[src/rtl/bus_pack.sv]
// rtl/bus_pack.sv - packs NIN serial WIDTH-bit words into one beat, early close on in_last
// Accumulator holds the partial beat; a separate output register holds the completed one.
module bus_pack #(
    parameter int NIN   = 4,
    parameter int WIDTH = 8,
    localparam int CW   = $clog2(NIN),
    localparam int NW   = $clog2(NIN + 1)
) (
    input  logic                 clk,
    input  logic                 rst_n,
    input  logic [WIDTH-1:0]     in_data,
    input  logic                 in_valid,
    input  logic                 in_last,
    output logic                 in_ready,
    output logic [NIN*WIDTH-1:0] out_data,
    output logic [NW-1:0]        out_nwords,
    output logic                 out_last,
    output logic                 out_valid,
    input  logic                 out_ready
);

    logic [CW-1:0]        r_cnt;
    logic [NIN*WIDTH-1:0] r_acc;
    logic [NIN*WIDTH-1:0] r_out_data;
    logic [NW-1:0]        r_out_nwords;
    logic                 r_out_last;
    logic                 r_out_valid;

    logic [NIN*WIDTH-1:0] w_beat;
    logic                 w_in_ready;
    logic                 w_accept;
    logic                 w_done;

    assign w_in_ready = !r_out_valid || out_ready;
    assign w_accept   = in_valid && w_in_ready;
    assign w_done     = w_accept && ((r_cnt == CW'(NIN - 1)) || in_last);

    // Slots above r_cnt are always zero because the accumulator is cleared on every completion.
    always_comb begin
        w_beat = r_acc;
        w_beat[int'(r_cnt)*WIDTH +: WIDTH] = in_data;
    end

    always_ff @(posedge clk or negedge rst_n) begin
        if (!rst_n) begin
            r_cnt        <= '0;
            r_acc        <= '0;
            r_out_data   <= '0;
            r_out_nwords <= '0;
            r_out_last   <= 1'b0;
            r_out_valid  <= 1'b0;
        end else if (w_done) begin
            r_out_data   <= w_beat;
            r_out_nwords <= NW'(r_cnt) + NW'(1);
            r_out_last   <= in_last;
            r_out_valid  <= 1'b1;
            r_cnt        <= '0;
            r_acc        <= '0;
        end else begin
            if (w_accept) begin
                r_acc <= w_beat;
                r_cnt <= r_cnt + CW'(1);
            end
            if (out_ready) begin
                r_out_valid <= 1'b0;
            end
        end
    end

    assign in_ready   = w_in_ready;
    assign out_data   = r_out_data;
    assign out_nwords = r_out_nwords;
    assign out_last   = r_out_last;
    assign out_valid  = r_out_valid;

endmodule

[config.mk]
export PLATFORM = sky130hd
export DESIGN_NAME = bus_pack
export DESIGN_NICKNAME = d
export VERILOG_FILES = /design/src/rtl/bus_pack.sv
export SDC_FILE = /design/constraint.sdc
export NUM_CORES = 1
export LEC_CHECK = 0
export CAP_MARGIN = 0
export CORE_MARGIN = 3
export CORE_UTILIZATION = 50
export DETAILED_ROUTE_END_ITERATION = 12
export GPL_TIMING_DRIVEN = 0
export HOLD_SLACK_MARGIN = 0.1
export MAX_ROUTING_LAYER = met4
export PLACE_DENSITY = 0.73
export REMOVE_ABC_BUFFERS = 1
export SYNTH_ARGS = -nofsm -noshare
export SYNTH_HDL_FRONTEND = slang
export SYNTH_SLANG_ARGS = --single-unit
[constraint.sdc]
create_clock -name clk -period 3.25 [get_ports clk]
set_input_delay 0.8125 -clock clk [delete_from_list [all_inputs] [get_ports clk]]
set_output_delay 0.8125 -clock clk [all_outputs]
set_load 0.01 [all_outputs]
Word level (Yosys, flattened, before mapping)

Index checks and enable logic that the tools add are counted.

Register bits after elaboration: 71
Output and inout bits: 38
Word-level logic and storage cells: 26

Equal/unequal tests: 1
Add/sub/neg operators: 3
Reductions and logical operators: 7
Muxes and demuxes: 7
Shifts and indexed selects: 2

Operators with widths:

| operator                                                                | count |
|---|---|
| 32-bit 2-to-1 mux                                                       | 2 |
| 5-bit negator with 33-bit output                                        | 1 |
| 8-bit by 33-bit variable shift with 32-bit output, first input constant | 1 |
| 8-bit by 33-bit indexed part select with 32-bit output                  | 1 |
| 32-bit bitwise mux                                                      | 1 |
| 2-bit 2-to-1 mux                                                        | 2 |
| 2-bit nonzero test                                                      | 2 |
| 2-bit by 1-bit adder with 3-bit output, second input constant           | 1 |
| 2-bit by 1-bit adder with 2-bit output, second input constant           | 1 |
| 2-bit == test, second input constant                                    | 1 |
| 1-bit logical AND                                                       | 2 |
| 1-bit logical OR                                                        | 2 |
| 1-bit 2-to-1 mux                                                        | 2 |
| 1-bit zero test                                                         | 1 |

Logic depth before layout (Yosys ltp)

Depth after elaboration: 5
Mapped depth: 7

Least setup slack after synthesis

No wires, ideal clock.

Kind: in2out
Start: input out_ready
End: output in_ready
Data arrival time: 1.442 ns
Stages: 4
Buffers on the path: 2
Slack: 0.996 ns
Data required time: 2.438 ns
Cells stage by stage: nor2b_4 -> inv_1 -> buf_2 -> buf_2

Cells in the longest elaborated chain, start to end: 1

Ends and longest elaborated chain:

| element          | RTL line | text |
|---|---|---|
| from (decl)      | 19       | `input logic out_ready` |
| 1-bit logical OR | 34       | `assign w_in_ready = !r_out_valid \|\| out_ready;` |
| to (decl)        | 14       | `output logic in_ready,` |

Every way passes these cells.

Worst setup path after layout

Same ends and word-level chain as after synthesis.

==> summary.md <==
| Metric | Value |
|---|---|
| Worst path cell trace | clkdlybuf4s50_1 > nor2b_4 > clkinvlp_4 > clkdlybuf4s50_1 |
| Netlist cell types | 40 |
| Unrepaired setup endpoints after global routing | false |
| Vias per cell | 6.35 |
| Top Family by Delay on Critical Path | buffers and inverters |
| Worst Hold Depth | 1 |
| Leading post-synthesis cells by cell area | dfrtp_1 53%, a31oi_1 5.2%, a32o_1 4.7% |
| Area Overhead vs Synth | 21.5% |
| Die width | 88.2 µm |
| Port bufs | 50 |
| Critical path launch point type | input port |
| P_int | 1.91 mW |
| Vias after detailed routing | 2661 |
| Vias in the first global route | 2697 |
| Top cell by count, worst path | clkdlybuf4s50_1 |
| Final net count | 356 |
| Slowest-stage cell, CP | clkdlybuf4s50_1 |
| Half-perimeter wire length after placement | 5.05 mm |
| Critical path type | in -> out |
| CTS tree | built |
| Power, Total | 2.73 mW |
| R2R Setup Slk | 0.70 ns |
| Number of synthesized flops with an enable pin | 0 |
| CTS H-tree depth | 3 |
| Max Freq | 0.323 GHz |
| DR DRC count | 0 |
| CORE AREA | 6460 µm² |
| Worst Path Max Fanout | 7 |
| Period minus WS final | 3.10 ns |
| Hold WC Path Type | reg -> reg |
| Setup Skew | 0.0106 ns |
| Die height | 88.2 µm |
| Slew margin rel. | 0.149 |
| Ys async rst share | 1.00 |
| Routability cong. | 0.807 |
| WHS Endpoint | out_nwords[2] |
| Worst Setup Slack, final | 0.149 ns |
| Initial core utilization | 0.522 |
| Power per cell area | 666 nW/µm² |
| Max Root-Sink Buffers | 2 |
| Post-synthesis sequential area ratio | 0.527 |
| Post-route ant nets | 0 |
| Clk pwr share | 0.316 |
| Top post-synthesis cells by count | 71 x dfrtp_1, 28 x a31oi_1, 22 x nand2_1, 20 x a21oi_1, 16 x a32o_1 |
| First-pass GRT wire length | 14.2 mm |
| Largest net degree at the start of global routing | 72 |
| Total global-route track usage | 0.249 |
| Clock Pin Slew Worst Setup and Hold Paths | 0.07 ns |
| Slew at the pin closest to its max-slew limit | 1.27 ns |
| Diode count | 0 |
| Gr ovfl total | 0 |
| Rows | 29 |
| Leading register cell type out of synthesis | dfrtp_1 |
| FILL cells | 533 |
| Sw power | 820 µW |
| Worst path bufs/invs | 3 |
| LEAKAGE | 1.66 nW |
| CTS sink cnt | 71 |
| Max Cap Viol | 0 |
| Period Utilization, post-route | 0.954 |
| Hold path start | out_nwords[2] |
| Fin. Hold Viols | 0 |
| Share of layout cells above drive strength 1 | 0.108 |
| CTS root buf | clkbuf_8 |
| Pre-Repair DR Iteration Count | 6 |
| End of the worst register-to-register path | out_nwords[1] |
| Post-CTS Hold Buffers | 0 |
| Post-Syn Instances | 299 |
| Yosys warnings | 0 |
| Reg2reg start | r_cnt[0] |
| Maximum VDD drop | 411 µV |
| Detailed Route WL | 8.46 mm |
| Critical Path Sink Type | output pin |
| Yosys top cell area share | 0.527 |
| Die ar. | 7770 µm² |
| FF-to-FF path depth | 4 |
| Worst slack, placed | -0.973 ns |
| Yosys top cell by area | dfrtp_1 |
| CP required | 2.44 ns |
| Synth Register Bits | 71 |
| Critical Path Max Stage Delay | 0.50 ns |
| Final max-slew violation count | 0 |
| Area occupied by multi-input gates | 1430 µm² |
| Combinational share of power | 0.284 |
| IO Pins | 51 |
| Setup Viol. Count Final | 0 |
| Sequential Power Share | 0.400 |
| DR WL/cell | 20.2 µm |
| Top-count cell post-synth | dfrtp_1 |
| Initial antenna violation count | 0 |
| Post-Synthesis Cell Area | 3370 µm² |
| Worst-Skew Late Latency | 0.34 ns |
| Sw frac | 0.301 |
| Critical path data arrival time | 2.29 ns |
| CTS buffer count | 9 |
| Mapped Avg Cell Area | 11.3 µm² |
| Status | finished, final reports clean |
| Iter 0 DRT Violations | 208 |
| Register Area | 1780 µm² |
## state kept, by name, indices dropped and copies added (netlist names)
register    cells
out_last        1
out_nwords      3
out_data       32
r_acc          32
out_valid       1
r_cnt           2
## per-layer routing
layer	global-route usage	vias up	routed length, µm
li1	-	1224	-
met1	0.350	1334	3900
met2	0.376	90	3930
met3	0.0470	13	488
met4	0.0604	0	140
met5	-	-	0
## logic make-up after synthesis
| kind of cell | count (synthesis) | synth area share |
|---|---|---|
| AOI/OAI and AO/OA | 118 | 0.267 |
| adders and majority gates | 6 | 0.0222 |
| buffers and inverters | 37 | 0.0545 |
| DFF | 71 | 0.527 |
| muxes | 2 | 0.00667 |
| and+or+nand+nor | 65 | 0.123 |
## area by class of cell
cell class                      instances  area share
Clock buffer                           11      0.0345
Multi-Input combinational cell        192       0.349
Inverter                               11      0.0110
Tap cell                               77      0.0235
Sequential cell                        71       0.433
Timing Repair Buffer                   51       0.122
Timing Repair inverter                  1     0.00122
Clock inverter                          5      0.0256
## placed cells by master, fill, tap and decap left out, types with 2 or more instances in the layout
cell type        instances
dfrtp_1                 71
clkdlybuf4s50_1         48
a31oi_1                 28
nand2_1                 22
a21oi_1                 20
a32o_1                  16
o32a_1                  12
clkbuf_8                10
inv_1                    9
o2bb2ai_1                9
a22o_1                   9
nor3_1                   8
a21o_1                   8
nor2b_1                  8
o21ai_0                  7
ha_1                     6
nand2b_1                 4
nor3_4                   4
nor3b_1                  4
a32oi_1                  4
o211ai_2                 4
clkinvlp_4               3
bufinv_16                3
nor2_1                   2
or2_1                    2
mux2_2                   2
buf_4                    2
## what timing repair did
item | CTS | global route
pin swaps | 1 | 0
endpoints found under the hold margin | 0 | 0
gates cloned | 2 | 0
resized for setup | 2 | 3
buffers inserted | 1 | 0
endpoints found under the setup margin | 35 | 34
## through the flow
stage | util | hold slack, ns | cells | TNS (ns) | area, µm²
detailed placement | 0.592 | 0.474 | 400 | -31.77 | 3830
floorplan | - | 0.456 | 273 | 0 | 3230
CTS | 0.634 | 0.495 | 419 | 0 | 4100
global route | 0.635 | 0.504 | 419 | 0 | 4100
finish | 0.635 | 0.493 | 419 | 0 | 4100
global placement | 0.593 | 0.472 | 400 | -101.40 | 3830
## power groups by stage
stage	sequential [mW]	combinational, mW	clock (mW)
global placement	1.11	0.755	0
finish	1.09	0.774	0.863
detailed placement	1.11	0.763	0
CTS	1.09	0.777	0.873
global route	1.11	0.844	0.913
floorplan	1.15	0.336	0
## worst max-delay path by stage
stage,startpoint,endpoint,slack [ns],cells after the start
after floorplan,out_ready,out_data[16],0.93,4
after global routing,out_ready,in_ready,0.1,4
final,out_ready,in_ready,0.15,4
after global placement,rst_n,out_data[12],-1.05,1
after CTS,in_valid,out_nwords[1],0.01,4
after detailed placement,in_valid,out_nwords[0],-0.97,4
Note: power is estimated with default switching activity, not from simulation.
==> RTL change 1, RTL diff (same flow settings) <==
The parameter `NIN` goes from 4 to 8.
--- a/src/rtl/bus_pack.sv
+++ b/src/rtl/bus_pack.sv
@@ -3,3 +3,3 @@
 module bus_pack #(
-    parameter int NIN   = 4,
+    parameter int NIN   = 8,
     parameter int WIDTH = 8,
Ports: changed (resized out_data and out_nwords); port bits go from 51 to 84. No check against the original RTL was run, so the function may have changed too.
==> RTL change 1 against the original RTL <==
  * Total power is 95% higher
  * Sequential share of layout area grew 2.5 points
  * Sequential power is 87% higher
  * Cell area rose by 82%
  * Sequential cell count grew 66
  * Wire length up 85%
  * Worst setup slack got worse by 0.011 ns
  * Count of clock-buffer cells in the layout is 13 higher
  * Area after synthesis grew 74%
  * Highest routed layer unchanged
==> RTL change 1: results (changes against the original RTL) <==
stage,metric,value,unit,change
yosys,syn_inst,547,,+83%
global_route,grt_pass1_vias,4544,,+68%
yosys,synth_compound_area_frac,0.188,,-0.0789
detailed_routing,wirelength,15.7,mm,+85%
yosys,synthTopCellsByArea,"dfrtp_1 58%, a22o_1 8.3%, mux2i_1 5.5%, nand2_1 4.5%, a21oi_1 4.1%",,
global_route,grt.met2_usage,0.401,,+0.0252
finish,multi_input_area_share,0.302,,-0.0465
finish,drive_gt1_frac,0.0844,,-0.0238
detailed_routing,routedWlPerCell,20.8,um,+2.8%
placed_design,io_buffers,83,,+66%
yosys,netlist_area,0.00588,mm^2,+74%
finish,clock_buffers,24,,+13
global_route,grt_max_degree,91,,+26%
run_status,status,"finished, final reports clean",,
cts,cts_setup_buffers,0,,-1
power_and_ir_drop,power_density,712,mW/mm^2,+6.9%
finish,fillers,859,,+61%
critical_path,crit_fanout,14,,+7
finish,final_net_count,622,,+75%
placed_design,place.gp.congestion,0.892,,+11%
detailed_routing,first_iter_violations,328,,+58%
detailed_routing,vias_per_cell,6.07,,-4.4%
power_and_ir_drop,p_seq_frac,0.383,,-0.017
global_route,gr-usage-met1,0.335,,-0.0148
global_route,use_met3,0.0597,,+0.0127
yosys,synth.distinct_cells,37,,-7.5%
==> RTL change 1: changes by cell type after synthesis, moves of 9 or more <==
| cell | change |
|---|---|
| a31oi_1 | -26 |
| nand2_1 | +48 |
| o2bb2ai_1 | -9 |
| a21oi_1 | +28 |
| a22o_1 | +47 |
| clkbuf_1 | +34 |
| o21ai_0 | +28 |
| and3_1 | +13 |
| nor2_1 | +42 |
| dfrtp_1 | +66 |
| o32a_1 | -12 |
| mux2i_1 | +32 |
==> RTL change 1: how the worst min path moves through the flow <==
stage | end | cells after the start | slack, ns
after global placement | out_data[27] | 2 | 0.46
after CTS | out_data[24] | 1 | 0.34
after detailed placement | out_nwords[1] | 2 | 0.47
after floorplan | r_acc[30] | 1 | 0.47
final | out_data[31] | 1 | 0.33
after global routing | out_data[24] | 1 | 0.35
==> RTL change 1: metal layers <==
layer	part of all wire	wire length [um]	up-vias
li1	-	-	2065
met1	0.43	6680	2299
met2	0.48	7560	200
met3	0.071	1110	27
met4	0.021	334	0
met5	0	0	-
==> RTL change 2, RTL diff (same settings) <==
Made on the original files. Make the reset (`rst_n`) synchronous in one clocked block.
--- a/src/rtl/bus_pack.sv
+++ b/src/rtl/bus_pack.sv
@@ -43,3 +43,3 @@
 
-    always_ff @(posedge clk or negedge rst_n) begin
+    always_ff @(posedge clk) begin
         if (!rst_n) begin
Formal check against the unedited RTL: differs if rst_n is asserted again (counterexample within 4 cycles, from zero or initial values and one cycle with rst_n low); with rst_n held inactive, the same outputs for 10 cycles.
==> RTL change 2 against the original RTL <==
  * Global-route usage up 0.69 points
  * Worst setup slack better by 0.025 ns
  * Sequential cell count unchanged
  * Wire length up 2.9%
  * Area after synthesis down 3.4%
  * Cell area down 4.0%
Power is not compared: it rests on default switching activity, and its combinational part moved more than twofold at a synthesized area within 25%.
==> RTL change 2: results (changes against the original RTL) <==
stage,metric,value,unit,change
run_status,status,"finished, final reports clean",,
detailed_routing,route.met2.wl,3.85,mm,-1.8%
global_route,grt_pass1_wl,14.5,mm,+1.5%
global_route,grt.total_usage,0.256,,+0.00690
placed_design,place_inst,414,,+3.5%
detailed_routing,first_iter_violations,238,,+14%
global_route,grt_pass1_vias,2786,,+3.3%
placed_design,dp_hpwl,4.74,mm,-6.1%
yosys,ys_top_cells_by_count,"71 x dfxtp_1, 34 x o31ai_1, 33 x nand4_1, 33 x o2bb2ai_1, 25 x a21oi_1",,
finish,final_net_count,378,,+6.2%
detailed_routing,vias,2865,,+7.7%
yosys,ys.flop_type,dfxtp_1,,
detailed_routing,highest_layer,met4,,
global_route,grt.met2_usage,0.350,,-0.0262
yosys,synth_compound_area_frac,0.335,,+0.0678
detailed_routing,met3_length,590,um,+21%
yosys,synth.distinct_cells,31,,-23%
global_route,grt_max_degree,37,,-49%
yosys,avgSynthCellArea,9.79,um^2,-13%
yosys,yosys_warnings,0,,unchanged
critical_path,arrival,2.26,ns,-0.03 ns
critical_path,cpMaxStageDelayCell,clkdlybuf4s50_1,,
global_route,use_met3,0.0437,,-0.00331
placed_design,place.gp.congestion,0.778,,-3.5%
sta,clock_skew,0.00296,ns,-0.00768 ns
finish,drive_gt1_frac,0.132,,+0.0237
detailed_routing,drt-pass1-iter-count,4,,-2
yosys,ys_async_sr_fraction,0,,-1.00
critical_path,crit_fanout,3,,-4
detailed_routing,wirelength,8.71,mm,+2.9%
detailed_routing,drt-met1-wl,4.04,mm,+3.4%
placed_design,placed_cell_area,0.00362,mm^2,-5.3%
sta,tightest_slew,1.37,ns,+0.0954 ns
detailed_routing,vias_per_cell,6.53,,+2.8%
global_route,gr-usage-met1,0.359,,+0.00958
yosys,synthAdderAreaFrac,0.0230,,+0.000786
yosys,yosysSeqAreaShare,0.436,,-0.0904
critical_path,cpPeakStageDelay,0.57,ns,+0.07 ns
yosys,synthTopCellsByArea,"dfxtp_1 44%, o2bb2ai_1 8.9%, o31ai_1 7.8%, nand4_1 6.3%, a21oi_1 3.8%",,
-- RTL change 2: cell count changes after synthesis, sizes merged, moves of 24 or more --
cell and delta:
dfrtp -71, dfxtp +71, nand4 +33, o31ai +33, a31oi -27, o2bb2ai +24
-- RTL change 2: area by class of cell --
class,count,area [um^2]
Tap cell,75,93.8
Sequential cell,71,1420
Fill cell,537,2190
Timing Repair Buffer,56,566
Inverter,14,56.3
Clock buffer,11,151
Multi-Input combinational cell,205,1560
Clock inverter,5,80.1
Timing Repair inverter,2,10.0
-- RTL change 2: path summary, 6_finish.rpt --
| path | from | depth (start not counted) | end | slack (ns) |
|---|---|---|---|---|
| worst max register to register | r_cnt[0] | 5 | out_data[21] | 0.45 |
| worst min-delay path | out_data[4] | 1 | out_data[4] | 0.46 |
| worst min register to register | out_data[4] | 1 | out_data[4] | 0.46 |
| worst max-delay path | out_ready | 4 | in_ready | 0.17 |
-- RTL change 2: what timing repair did --
action,in CTS,in global routing
cloned,4,0
endpoints found under the setup margin,69,1
pin swaps,1,0
setup buffers,3,2
gates resized for setup,1,0
-- RTL change 2: per-stage QoR --
stage	TNS, ns	util	worst slack [ns]	hold slack [ns]
2_1_floorplan	-70.96	-	-1.17	0.439
3_3_place_gp	-237.34	0.588	-3.63	0.442
3_5_place_dp	-60.87	0.591	-1.15	0.445
4_1_cts	0	0.640	0.00774	0.468
5_1_grt	0	0.642	0.0926	0.488
6_report	0	0.642	0.174	0.462
-- RTL change 2: power groups by stage --
stage / registers [W] / logic, W / clock network (W)
2_1_floorplan: 0.000915 / 0.000102 / 0
3_3_place_gp: 0.000913 / 0.000188 / 0
3_5_place_dp: 0.000913 / 0.000192 / 0
4_1_cts: 0.000893 / 0.000201 / 0.000821
5_1_grt: 0.000895 / 0.000221 / 0.000862
6_report: 0.000894 / 0.000204 / 0.000809
